**config.mk**
```make
export PLATFORM = sky130hd
export DESIGN_NAME = captura_operandos
export DESIGN_NICKNAME = d
export VERILOG_FILES = /design/src/rtl/captura_pkg.sv /design/src/rtl/contador_timeout.sv /design/src/rtl/captura_operandos.sv
export SDC_FILE = /design/constraint.sdc
export NUM_CORES = 1
export LEC_CHECK = 0
export BUFFER_PORTS_ARGS = -buffer_cell sky130_fd_sc_hd__buf_2
export CORE_MARGIN = 3
export CORE_UTILIZATION = 60
export DETAILED_ROUTE_END_ITERATION = 10
export GPL_TIMING_DRIVEN = 1
export MAX_ROUTING_LAYER = met4
export PLACE_DENSITY_LB_ADDON = 0.3
export SLEW_MARGIN = 20
export SYNTH_ARGS = -nofsm -noshare
export SYNTH_HDL_FRONTEND = slang
export SYNTH_SLANG_ARGS = --single-unit
```
**constraint.sdc**
```tcl
create_clock -name clk -period 3.7 [get_ports clk]
set_input_delay 0.37 -clock clk [delete_from_list [all_inputs] [get_ports clk]]
set_output_delay 0.37 -clock clk [all_outputs]
set_load 0.01 [all_outputs]
```
**src/rtl/captura_pkg.sv**
```systemverilog
// Shared types and default parameters for the operand-capture stage of the
// 16-bit word concatenator.
package captura_pkg;

  typedef enum logic {
    ESPERA_1 = 1'b0,
    ESPERA_2 = 1'b1
  } estado_t;

  localparam int WIDTH_DEF          = 8;
  localparam int TIMEOUT_CYCLES_DEF = 100000;

endpackage : captura_pkg

```
**src/rtl/contador_timeout.sv**
```systemverilog
// Saturating cycle counter: restarts on clr, advances on en, and raises a
// registered done flag while it sits on its terminal value.
module contador_timeout #(
  parameter int TERMINAL = 16
) (
  input  logic clk,
  input  logic reset,
  input  logic clr,
  input  logic en,
  output logic done
);

  localparam int              CW   = (TERMINAL > 1) ? $clog2(TERMINAL) : 1;
  localparam logic [CW-1:0]   LAST = CW'(TERMINAL - 1);

  logic [CW-1:0] count_q, count_d;
  logic          done_q, done_d;

  // next count: restart, advance, or hold at the terminal value
  always_comb begin
    count_d = count_q;
    if (clr) begin
      count_d = {CW{1'b0}};
    end else if (en && (count_q != LAST)) begin
      count_d = count_q + {{(CW-1){1'b0}}, 1'b1};
    end else begin
      count_d = count_q;
    end
    done_d = (count_d == LAST);
  end

  // counter and flag registers
  always_ff @(posedge clk or posedge reset) begin
    if (reset) begin
      count_q <= {CW{1'b0}};
      done_q  <= 1'b0;
    end else begin
      count_q <= count_d;
      done_q  <= done_d;
    end
  end

  assign done = done_q;

endmodule : contador_timeout

```
**src/rtl/captura_operandos.sv**
```systemverilog
// Pairs byte strobes into an (op_1, op_2) operand pair, updated atomically,
// with a timeout that discards a first byte whose partner arrives too late.
module captura_operandos
  import captura_pkg::*;
#(
  parameter int WIDTH          = WIDTH_DEF,
  parameter int TIMEOUT_CYCLES = TIMEOUT_CYCLES_DEF
) (
  input  logic             clk,
  input  logic             reset,
  input  logic [WIDTH-1:0] byte_in,
  input  logic             byte_valid,
  input  logic             clear,
  output logic [WIDTH-1:0] op_1,
  output logic [WIDTH-1:0] op_2,
  output logic             pair_valid,
  output logic             waiting_2nd,
  output logic             timeout_err
);

  estado_t          state_q, state_d;
  logic [WIDTH-1:0] staging_q, staging_d;
  logic [WIDTH-1:0] op_1_q, op_1_d;
  logic [WIDTH-1:0] op_2_q, op_2_d;
  logic             pair_valid_q, pair_valid_d;
  logic             timeout_err_q, timeout_err_d;
  logic             waiting_2nd_q, waiting_2nd_d;
  logic             cnt_clr_s, cnt_en_s, cnt_done_s;

  // the counter restarts on every accepted first byte and runs only while waiting
  assign cnt_clr_s = (state_q == ESPERA_1) && byte_valid && !clear;
  assign cnt_en_s  = (state_q == ESPERA_2);

  contador_timeout #(
    .TERMINAL (TIMEOUT_CYCLES)
  ) u_contador (
    .clk   (clk),
    .reset (reset),
    .clr   (cnt_clr_s),
    .en    (cnt_en_s),
    .done  (cnt_done_s)
  );

  // next state and output values; clear beats a strobe, a strobe beats the timeout
  always_comb begin
    state_d       = state_q;
    staging_d     = staging_q;
    op_1_d        = op_1_q;
    op_2_d        = op_2_q;
    pair_valid_d  = 1'b0;
    timeout_err_d = 1'b0;
    case (state_q)
      ESPERA_1: begin
        if (!clear && byte_valid) begin
          staging_d = byte_in;
          state_d   = ESPERA_2;
        end else begin
          state_d   = ESPERA_1;
        end
      end
      ESPERA_2: begin
        if (clear) begin
          staging_d = {WIDTH{1'b0}};
          state_d   = ESPERA_1;
        end else if (byte_valid) begin
          op_1_d       = staging_q;
          op_2_d       = byte_in;
          pair_valid_d = 1'b1;
          state_d      = ESPERA_1;
        end else if (cnt_done_s) begin
          timeout_err_d = 1'b1;
          state_d       = ESPERA_1;
        end else begin
          state_d = ESPERA_2;
        end
      end
      default: begin
        state_d = ESPERA_1;
      end
    endcase
    waiting_2nd_d = (state_d == ESPERA_2);
  end

  // state, staging and output registers
  always_ff @(posedge clk or posedge reset) begin
    if (reset) begin
      state_q       <= ESPERA_1;
      staging_q     <= {WIDTH{1'b0}};
      op_1_q        <= {WIDTH{1'b0}};
      op_2_q        <= {WIDTH{1'b0}};
      pair_valid_q  <= 1'b0;
      timeout_err_q <= 1'b0;
      waiting_2nd_q <= 1'b0;
    end else begin
      state_q       <= state_d;
      staging_q     <= staging_d;
      op_1_q        <= op_1_d;
      op_2_q        <= op_2_d;
      pair_valid_q  <= pair_valid_d;
      timeout_err_q <= timeout_err_d;
      waiting_2nd_q <= waiting_2nd_d;
    end
  end

  assign op_1        = op_1_q;
  assign op_2        = op_2_q;
  assign pair_valid  = pair_valid_q;
  assign waiting_2nd = waiting_2nd_q;
  assign timeout_err = timeout_err_q;

endmodule : captura_operandos

```
Word-level counts from Yosys, hierarchy flattened
Cells that the tools add are included.
{"block": "totals", "inputBits": 12, "ff_bits": 45}
{"block": "op_classes", "addsub": 1, "n_mux": 17, "reduce_logical": 7, "bitwise_logic": 2, "n_eq_ne": 4}
{"operator": "two-way mux 17 bit", "count": 2}
{"operator": "adder 17 x 1 -> 17 bit, second input constant", "count": 1}
{"operator": "equality test 17 bit, second input constant", "count": 1}
{"operator": "!= test 17 bit, second input constant", "count": 1}
{"operator": "two-way mux 8 bit", "count": 2}
{"operator": "case mux 8 bit (2 select lines)", "count": 1}
{"operator": "two-way mux 1 bit", "count": 11}
{"operator": "logical AND 1 bit", "count": 4}
{"operator": "AND reduction 3 bit", "count": 1}
{"operator": "!= test 2 x 1 -> 1 bit, second input constant", "count": 1}
{"operator": "!= test 2 bit, second input constant", "count": 1}
{"operator": "NOT 1 bit", "count": 2}
{"operator": "case mux 1 bit (2 select lines)", "count": 1}
{"operator": "AND reduction 2 bit", "count": 1}
{"operator": "logical NOT 1 bit", "count": 1}

Longest topological paths before layout
{"block": "depth", "ltp_word": 5, "mapped_depth": 7, "depth_no_buf": 7}

By module
Synthesis repeated with hierarchy kept, for this count alone.
{"block": "hier_totals", "hier_cells": 192, "area_unflattened_um2": 2197.1}
{"module": "captura_operandos", "area_each_um2": 1128.6, "instances": 1, "cells_per_inst": 75}
{"module": "contador_timeout", "area_each_um2": 1068.5, "instances": 1, "cells_per_inst": 117}

Worst setup path before layout
Ideal clock, no wire load.
{"block": "synth_timing", "path_kind": "flip-flop to flip-flop", "from": "reg u_contador.count_q[0]", "to": "reg u_contador.done_q, in the netlist u_contador.done", "required_ps": 3632, "period_less_slack_ps": 1876, "arrival_ps": 1809, "slack_ps": 1824, "stages_incl_launch_ff": 8, "path_cell_list": "dfrtp_1 > ha_1 > nand4_4 > nor4_4 > o32ai_1 > and2_1 > nor4b_1 > and4_1"}
{"block": "synth_via", "elab_chain_cells": 5}
{"element": "start: declaration", "line": "contador_timeout.sv:16", "rtl": "logic [CW-1:0] count_q, count_d;"}
{"element": "start signal: assignment", "line": "contador_timeout.sv:35", "rtl": "count_q <= {CW{1'b0}};"}
{"element": "start signal: assignment", "line": "contador_timeout.sv:38", "rtl": "count_q <= count_d;"}
{"element": "branches (longest 2 deep; another with adder 17 x 1 -> 17 bit)"}
{"element": "two-way mux 17 bit (*)", "line": "contador_timeout.sv:24", "rtl": "end else if (en && (count_q != LAST)) begin"}
{"element": "two-way mux 17 bit (*)", "line": "contador_timeout.sv:22", "rtl": "if (clr) begin"}
{"element": "equality test 17 bit (*)", "line": "contador_timeout.sv:29", "rtl": "done_d = (count_d == LAST);"}
{"element": "via u_contador.done_d", "line": "contador_timeout.sv:17", "rtl": "logic done_q, done_d;"}
{"element": "end signal: assignment", "line": "contador_timeout.sv:39", "rtl": "done_q <= done_d;"}
{"element": "end: declaration", "line": "contador_timeout.sv:17"}
Mark *: on every way through the listed nets, which the timed path passes.
A chain may end at the register's enable or synchronous reset.

==> summary.md <==
| Metric | Value |
|---|---|
| Status | finished clean |
| Max VDD drop | 188 uV |
| Fin cells | 280 |
| Synth cell count leaders | dfrtp_1, nor2_1, mux2_2, nand2_1, nand3_1 |
| 1st-iter DRT viols | 118 |
| Die area | 0.00445 mm^2 |
| Worst reg2reg startpoint | waiting_2nd$_DFF_PP0_ |
| Area Overhead vs Synth | 12.9% |
| Cell taking the most area after synthesis | dfrtp_1 |
| DRC Markers | 0 |
| Global-route wire length before repair | 7250 um |
| Clock Root Buffer | clkbuf_8 |
| Die span in y | 66.7 um |
| Top cells by area, synth | dfrtp_1, mux2_2, nor2_1, xnor2_1, xor2_1 |
| Nets@finish | 247 |
| Final min period | 2.36 ns |
| Yosys top cell area share | 51.0% |
| Hold Fails Final Rpt | 0 |
| Via-to-Cell Ratio | 5.97 |
| Starting Density | 64.2% |
| Worst-Skew Late Latency | 0.29 ns |
| Register area share after synthesis | 51.0% |
| FP Rows | 21 |
| R2R Setup Slk | 1.34 ns |
| Syn Area/Cell | 10.8 um^2 |
| Ports | 31 |
| Core Area | 0.00344 mm^2 |
| Fin crit share | 63.7% |
| Relative slew slack | 53.4% |
| Reg2reg end | u_contador.done$_DFF_PP0_ |
| Nature of the critical path endpoint | register |
| First-pass iteration count of the detailed router | 4 |
| Max Cap Viol | 0 |
| CTS tree | yes |
| Kind of critical path | reg -> reg |
| Setup Fix Bufs, Post-CTS | 0 |
| RSZ-0062 raised after global routing | no |
| Antenna Violating Nets Remaining | 0 |
| Wire per inst | 15.5 um |
| Crit path launch type | register |
| Total grt overflow | 0 |
| Post-route cell area | 0.00249 mm^2 |
| Critical path arrival | 2.58 ns |
| ANT cells | 0 |
| Worst Tran Pin Value | 0.697 ns |
| Total power | 1.14 mW |
| Pin count of the biggest net entering global routing | 46 |
| Post-Route Skew | 0.00763 ns |
| Fraction of registers with async set/reset | 100% |
| Hold-fix buffers at CTS | 0 |
| Vias in the first global route | 1573 |
| Cells after synthesis | 205 |
| Dpl cells | 273 |
| Final Max Tran Viols | 0 |
| Hold Crit Class | in -> async |
| Top-count cell post-synth | dfrtp_1 |
| Synth Register Bits | 45 |
| Syn. warnings | 0 |
| Total number of vias | 1672 |
| Syn Std Cell Area | 0.00221 mm^2 |
| Setup TNS | 0 ns |
| Placer Congestion | 0.933 |
| R2R cell count | 6 |
| Clock Path Buffers | 2 |
| Share of layout cells above drive strength 1 | 26.9% |
| Max FO, Critical Path | 21 |
| Crit path required time | 3.92 ns |
| Yosys cell types | 47 |
| GRT Total Usage | 22.2% |
| Post-CTS sizing | 0 |
| HPWL Detailed | 3200 um |
| Num CTS Buffers | 5 |
| Setup violations, final | 0 |
| Power density over the cells | 455 mW/mm^2 |
| Reg clk slew, reported paths | 0.07 ns |
| Fmax | 424 MHz |
| Antenna violations before repair | 0 |
| Hold_ws | 0.200 ns |
| Placed inst area | 0.00239 mm^2 |
| Synth Flop Type | dfrtp_1 |
| DIE WIDTH | 66.7 um |
| CTS H-tree lvls | 2 |
| Port Buf Inserts | 30 |
| Lkg Pwr | 1.16 nW |
| Sink Count | 45 |
| Total Routed Length | 4340 um |
| Post-Syn Nets | 218 |
| Post-synth EDFFs | 0 |
==> worst max-delay path by stage <==
stage,start,end,slack (ns),cells past startpoint
global route,waiting_2nd$_DFF_PP0_,u_contador.done$_DFF_PP0_,1.10,6
finish,waiting_2nd$_DFF_PP0_,u_contador.done$_DFF_PP0_,1.34,6
floorplan,u_contador.count_q[0]$_DFF_PP0_,u_contador.done$_DFF_PP0_,1.82,7
CTS,waiting_2nd$_DFF_PP0_,u_contador.done$_DFF_PP0_,1.42,6
detailed placement,waiting_2nd$_DFF_PP0_,u_contador.done$_DFF_PP0_,1.44,6
global placement,waiting_2nd$_DFF_PP0_,u_contador.done$_DFF_PP0_,1.48,6
==> layout make-up <==
class | instances | area, um^2
flip-flops and latches | 45 | 1130
well taps | 46 | 57.6
clock buffers | 5 | 68.8
repair buffers | 33 | 173
fillers | 246 | 947
clock inverters | 2 | 35.0
inverters | 2 | 7.51
multi-input cells | 147 | 1030
==> power breakdown <==
part	leakage (nW)	switching [mW]	internal, mW
Clock	0.0540	0.149	0.196
Sequential	0.594	0.0436	0.557
Combinational	0.507	0.0965	0.0934
==> stage by stage <==
| step | worst slack (ns) | utilization [%] |
|---|---|---|
| 5_1_grt | 1.10 | 72.5 |
| 6_report | 1.34 | 72.5 |
| 3_5_place_dp | 1.44 | 69.5 |
| 3_3_place_gp | 1.48 | 69.5 |
| 4_1_cts | 1.42 | 72.5 |
| 2_1_floorplan | 1.82 | - |
==> sequential cells by signal (all words and copies together) (netlist names) <==
| name | cells |
|---|---|
| u_contador.done | 1 |
| op_1 | 8 |
| op_2 | 8 |
| timeout_err | 1 |
| u_contador.count_q | 17 |
| pair_valid | 1 |
| waiting_2nd | 1 |
| staging_q | 8 |
==> metal layers <==
metal	GRT usage [%]	part of all wire [%]	vias to the layer above
li1	-	-	799
met1	26.5	43	807
met2	36.8	48	55
met3	3.54	5.5	11
met4	10.2	2.5	0
met5	-	0	-
==> worst max-delay path, cell delays in order (launching register included) <==
cell and delay (ns):
dfrtp_1 0.78, nand3_2 0.27, nor3_2 0.33, nand2_1 0.11
xor2_1 0.17, a2111oi_0 0.40, and4_1 0.24
==> logic make-up after synthesis <==
| kind of cell | synth area share (%) |
|---|---|
| adders and majority gates | 0.566 |
| buffers and inverters | 2.55 |
| muxes | 8.15 |
| and+or+nand+nor | 23.0 |
| AOI/OAI and AO/OA | 9.23 |
| xor gates and xnor gates | 5.55 |
| DFF | 51.0 |
==> cells in the final DEF, fill, tap and decap left out, drive strengths merged, types with 2 or more instances in the layout <==
cell     n
a21oi    4
a22oi    8
and2     3
and3     4
and4b    3
buf     33
clkbuf   5
clkinv   2
dfrtp   45
mux2    16
nand2   15
nand2b   2
nand3   12
nand4    5
nor2    20
nor2b    3
nor3     6
nor4     3
nor4b    2
nor4bb   2
o21ai   10
xnor2    7
xor2     7
Note: power is estimated with default switching activity, not from simulation.
